==> config.mk <==
export PLATFORM = sky130hd
export DESIGN_NAME = mem_stage
export DESIGN_NICKNAME = d
export VERILOG_FILES = /design/src/rtl/mem_stage.sv
export SDC_FILE = /design/constraint.sdc
export NUM_CORES = 1
export LEC_CHECK = 0
export CORE_AREA = 4 4 161 163
export CTS_BUF_LIST = sky130_fd_sc_hd__clkbuf_8
export DETAILED_ROUTE_END_ITERATION = 6
export DIE_AREA = 0 0 165 167
export HOLD_SLACK_MARGIN = 0.05
export PLACE_DENSITY_LB_ADDON = 0.2
export SKIP_CTS_REPAIR_TIMING = 1
export SLEW_MARGIN = 20
export SYNTH_ARGS = -nofsm -noshare
export SYNTH_HDL_FRONTEND = slang
export SYNTH_SLANG_ARGS = --single-unit
==> constraint.sdc <==
create_clock -name clk -period 6.55 [get_ports clk]
set_input_delay 1.965 -clock clk [delete_from_list [all_inputs] [get_ports clk]]
set_output_delay 1.965 -clock clk [all_outputs]
set_load 0.005 [all_outputs]
==> src/rtl/mem_stage.sv <==
// mem_stage: LoongArch memory-access stage (EX -> MS -> WS), aligns/extends load data.
// Optional MS_LOAD_BUF_EN: buffers the load response so it survives WS back-pressure.
module mem_stage #(
  parameter int ES_TO_MS_BUS_WD = 175,
  parameter int MS_TO_WS_BUS_WD = 168
) (
  input  logic                       clk,
  input  logic                       reset,
  input  logic                       ws_allowin,
  output logic                       ms_allowin,
  input  logic                       es_to_ms_valid,
  input  logic [ES_TO_MS_BUS_WD-1:0] es_to_ms_bus,
  output logic                       ms_to_ws_valid,
  output logic [MS_TO_WS_BUS_WD-1:0] ms_to_ws_bus,
  input  logic                       data_sram_data_ok,
  input  logic [31:0]                data_sram_rdata,
  output logic [39:0]                ms_forward,
  input  logic                       excp_flush,
  input  logic                       ertn_flush
);

  localparam logic [1:0] DROP_MAX = 2'd3;

  logic                       ms_valid_q, ms_valid_d;
  logic [ES_TO_MS_BUS_WD-1:0] es_bus_q;
  logic [1:0]                 drop_cnt_q, drop_cnt_d;

  logic        flush;
  logic        es_load;
  logic        ms_ready_go;
  logic        drop_busy;
  logic        resp_take;
  logic        drop_inc;
  logic        drop_dec;
  logic        resp_got;
  logic [31:0] load_word;
  logic [31:0] load_data;
  logic [31:0] final_result;
  logic        ms_ld_pending;

  // Decoded fields of the held instruction.
  logic        mem_wait;
  logic        mem_ld;
  logic [2:0]  ld_op;
  logic [1:0]  addr_lo;
  logic [31:0] pc;
  logic        ertn;
  logic [4:0]  dest;
  logic        gr_we;
  logic        res_from_csr;
  logic [31:0] alu_result;
  logic [95:0] csr_excp_tail;

  assign mem_wait      = es_bus_q[174];
  assign mem_ld        = es_bus_q[173];
  assign ld_op         = es_bus_q[172:170];
  assign addr_lo       = es_bus_q[169:168];
  assign pc            = es_bus_q[167:136];
  assign ertn          = es_bus_q[135];
  assign dest          = es_bus_q[134:130];
  assign gr_we         = es_bus_q[129];
  assign res_from_csr  = es_bus_q[128];
  assign alu_result    = es_bus_q[127:96];
  assign csr_excp_tail = es_bus_q[95:0];

  assign flush     = excp_flush | ertn_flush;
  assign drop_busy = (drop_cnt_q != 2'd0);

  // A response belongs to the current instruction only once all stale ones are gone.
  assign resp_take = data_sram_data_ok && !drop_busy && ms_valid_q && mem_wait && !resp_got;

`ifdef MS_LOAD_BUF_EN
  logic        resp_got_q, resp_got_d;
  logic [31:0] load_buf_q;

  assign resp_got    = resp_got_q;
  assign ms_ready_go = !mem_wait || resp_got_q;
  assign load_word   = load_buf_q;

  always_comb begin
    resp_got_d = resp_got_q;
    if (es_load) begin
      resp_got_d = 1'b0;
    end else if (resp_take) begin
      resp_got_d = 1'b1;
    end
  end

  always_ff @(posedge clk) begin
    if (reset) begin
      resp_got_q <= 1'b0;
    end else begin
      resp_got_q <= resp_got_d;
    end
  end

  always_ff @(posedge clk) begin
    if (resp_take) begin
      load_buf_q <= data_sram_rdata;
    end
  end
`else
  assign resp_got    = 1'b0;
  assign ms_ready_go = !mem_wait || (data_sram_data_ok && !drop_busy);
  assign load_word   = data_sram_rdata;
`endif

  assign ms_allowin     = !ms_valid_q || (ms_ready_go && ws_allowin);
  assign ms_to_ws_valid = ms_valid_q && ms_ready_go && !flush;
  assign es_load        = es_to_ms_valid && ms_allowin;
  assign ms_ld_pending  = ms_valid_q && mem_ld && !ms_ready_go;

  always_comb begin
    ms_valid_d = ms_valid_q;
    if (flush) begin
      ms_valid_d = 1'b0;
    end else if (ms_allowin) begin
      ms_valid_d = es_to_ms_valid;
    end
  end

  // A flushed instruction still waiting on its response leaves one stale data_ok behind.
  assign drop_inc = flush && ms_valid_q && mem_wait && !resp_got && !resp_take;
  assign drop_dec = data_sram_data_ok && drop_busy;

  always_comb begin
    drop_cnt_d = drop_cnt_q;
    if (drop_inc && !drop_dec && (drop_cnt_q != DROP_MAX)) begin
      drop_cnt_d = drop_cnt_q + 2'd1;
    end else if (drop_dec && !drop_inc) begin
      drop_cnt_d = drop_cnt_q - 2'd1;
    end
  end

  always_ff @(posedge clk) begin
    if (reset) begin
      ms_valid_q <= 1'b0;
      drop_cnt_q <= 2'd0;
    end else begin
      ms_valid_q <= ms_valid_d;
      drop_cnt_q <= drop_cnt_d;
    end
  end

  always_ff @(posedge clk) begin
    if (es_load) begin
      es_bus_q <= es_to_ms_bus;
    end
  end

  // Lane candidates for byte and halfword loads.
  logic [7:0]  byte_lane [4];
  logic [15:0] half_lane [2];
  logic [7:0]  sel_byte;
  logic [15:0] sel_half;

  for (genvar gi = 0; gi < 4; gi++) begin : g_byte_lane
    assign byte_lane[gi] = load_word[8*gi +: 8];
  end
  for (genvar gi = 0; gi < 2; gi++) begin : g_half_lane
    assign half_lane[gi] = load_word[16*gi +: 16];
  end

  assign sel_byte = byte_lane[addr_lo];
  assign sel_half = half_lane[addr_lo[1]];

  always_comb begin
    load_data = load_word;
    case (ld_op)
      3'd0:    load_data = {{24{sel_byte[7]}}, sel_byte};
      3'd1:    load_data = {{16{sel_half[15]}}, sel_half};
      3'd3:    load_data = {24'd0, sel_byte};
      3'd4:    load_data = {16'd0, sel_half};
      default: load_data = load_word;
    endcase
  end

  assign final_result = mem_ld ? load_data : alu_result;

  assign ms_to_ws_bus = {pc, ertn, dest, gr_we, res_from_csr, final_result, csr_excp_tail};
  assign ms_forward   = {ms_valid_q, gr_we, dest, final_result, ms_ld_pending};

endmodule

==> metrics.yaml, run 1 <==
cpMostUsedCell: "clkdlybuf4s50_1"
synth_top_flop_cell: "edfxtp_1"
setup_viol: 0
grt_setup_unrepaired: "no"
clk_path_buf_depth: 2
clkSinkCount: 178
portBuffers: 423
die_w_um: 165
ios: 424
cp-end-kind: "output port"
cp_max_fo: 16
synth.avg_cell_area_um2: 14.87
synth.most_common_cell: "buf_4"
ctsHtreeMaxLevel: 4
skew_ns: 0.02595
dieArea_um2: 27560
synthArstFlopShare_pct: 0
crit_type: "input pin to output port"
ys_warn_count: 0
fin_crit_sh_pct: 96.97
clk_pin_slew_ns: 0.11
drtIter0Drc: 219
synthTopCellsByArea: "edfxtp_1, buf_4, mux2i_1, a22oi_1, o221a_2"
hold_class: "register to register"
worstMarginPinSlew_ns: 0.7750
cts-root-buf: "clkbuf_8"
yosys.area.top_type: "edfxtp_1"
layout_min_cycle_time_ns: 6.351
grt_pass1_vias: 5238
place_area_um2: 11070
cts_buffers: 17
crit_chain: "clkdlybuf4s50_1 > mux4_2 > o21ai_2 > nand2_1 > clkdlybuf4s50_1"
final-hold-violation-count: 0
fin_tns_setup_ns: 0
grt_usage_pct: 15.78
gp_congestion: 0.8541
synthTopCellsByCount: "buf_4, edfxtp_1, nand2_1"
netlist.area_leader.share_pct: 67.72
drv_slew: 0
fin_nets: 994
critPathArrivalTime_ns: 4.39
routedWlPerCell_um: 20.37
final_cell_area_um2: 11480
required_ns: 4.59
slowest_delay_ns: 0.63
fmax_ghz: 0.1574
synth.yosys.seq_area_share_pct: 68.49
yosysUniqueCellTypes: 39
antenna_found_initial: 2
p_per_area_nw_per_um2: 222.0
max_cap_violations: 0
path_buf_inv: 2
power.leakage_nw: 4.079
die_h_um: 167
status: "finished clean"
setup.worst_path.start_class: "input pin"
syn_inst: 522
rows: 57
dp_hpwl_um: 18210
overflow: 0
slew_headroom_pct: 48.33
critPathSlowestCell: "o21ai_2"
drive_gt1_share_pct: 6.810
grt_pass1_wl_um: 32550
syn_nets: 736
cpLargestDelayFamily: "buffers and inverters"
drtAntennaViolNets: 0
grt_max_degree: 61
initial_utilization_pct: 31.91
via_count: 4934
clk_latency_ns: 0.45
fillers: 2156
cts_tree: "done"
syn2layout_area_growth_pct: 47.97
peakVddDrop_mv: 0.1176
drc: 0
netlist_area_um2: 7760
viasPerCell: 4.417
synth.ff_latch_count: 178
routed_wl_um: 22760
synth_edf_count: 175
core_area_um2: 24320
diodes: 0
firstDrtPassIters: 4
-- cell usage in the layout, fill, tap and decap left out, drive strengths merged, types with 9 or more instances in the layout --
| cell type | instances |
|---|---|
| a21oi | 9 |
| a22oi | 16 |
| a31oi | 14 |
| clkbuf | 17 |
| clkdlybuf4s50 | 423 |
| clkinv | 12 |
| edfxtp | 175 |
| mux2i | 17 |
| nand2 | 21 |
| o21ai | 20 |
-- layout make-up --
class / instances / area [um^2] / area share, %
repair buffers: 430 / 4299 / 37.44
inverters: 5 / 18.77 / 0.1635
clock inverters: 15 / 176.4 / 1.536
multi-input cells: 148 / 1033 / 9.001
well taps: 324 / 405.4 / 3.531
flip-flops and latches: 178 / 5315 / 46.29
clock buffers: 17 / 234.0 / 2.038
-- report_power, final --
| group | internal [mW] | leakage [nW] | switching [mW] |
|---|---|---|---|
| logic | 0.293 | 2.15 | 0.156 |
| clock network | 0.289 | 0.202 | 0.463 |
| registers | 1.33 | 1.73 | 0.0228 |
| total | 1.91 | 4.08 | 0.642 |
-- stage by stage --
step	power, mW	utilization (%)	hold WS (ns)	std cells	setup slack [ns]
2_1_floorplan	1.566	-	0.4534	522	1.427
3_3_place_gp	1.824	45.53	0.4678	1085	0.1037
3_5_place_dp	1.831	45.53	0.5135	1085	0.09316
4_1_cts	2.594	47.21	0.5305	1117	0.09628
5_1_grt	2.671	47.21	0.5596	1117	0.03133
6_report	2.549	47.21	0.5305	1117	0.1986
-- registers in the layout (all words and copies together) (netlist names) --
signal and cells:
es_bus_q 175, drop_cnt_q 2, ms_valid_q 1
-- routing by layer --
layer  vias to the layer above  GRT usage [%]  wire (um)
li1                       2255              -          -
met1                      2354          15.87       7509
met2                       299          28.85      12090
met3                        22          7.711       2800
met4                         4          3.870        322
met5                         -              0         34
-- tightest hold or removal path, cell delays in order (launching register included) --
cell and delay (ns):
dfxtp_1 0.36, nand2_1 0.08, a21oi_1 0.06
-- final timing paths --
kind                            slack (ns)              to           startpoint  depth (start not counted)
worst min-delay path                  0.53   drop_cnt_q[1]        drop_cnt_q[1]                          2
worst max register to register        4.06    es_bus_q[80]        drop_cnt_q[1]                          5
worst max-delay path                  0.20  ms_forward[27]  data_sram_rdata[23]                          5
worst min register to register        0.53   drop_cnt_q[1]        drop_cnt_q[1]                          2
-- kinds of logic after synthesis --
| group | count (synthesis) | synth area share [%] |
|---|---|---|
| buffers and inverters | 196 | 18.22 |
| DFF | 178 | 68.49 |
| AOI/OAI and AO/OA | 81 | 7.385 |
| and+or+nand+nor | 46 | 2.951 |
| muxes | 19 | 2.628 |
| xor gates and xnor gates | 2 | 0.3226 |
Note: power is estimated with default switching activity, not from simulation.
==> run 2: changes to the inputs <==
--- a/config.mk
+++ b/config.mk
@@ -9,6 +9,7 @@
 export CTS_BUF_LIST = sky130_fd_sc_hd__clkbuf_8
 export DETAILED_ROUTE_END_ITERATION = 6
 export DIE_AREA = 0 0 165 167
+export GPL_ROUTABILITY_DRIVEN = 1
 export HOLD_SLACK_MARGIN = 0.05
 export PLACE_DENSITY_LB_ADDON = 0.2
 export SKIP_CTS_REPAIR_TIMING = 1
==> results of run 2 <==
Final layout, timing and power as in run 1 (identical DEF).
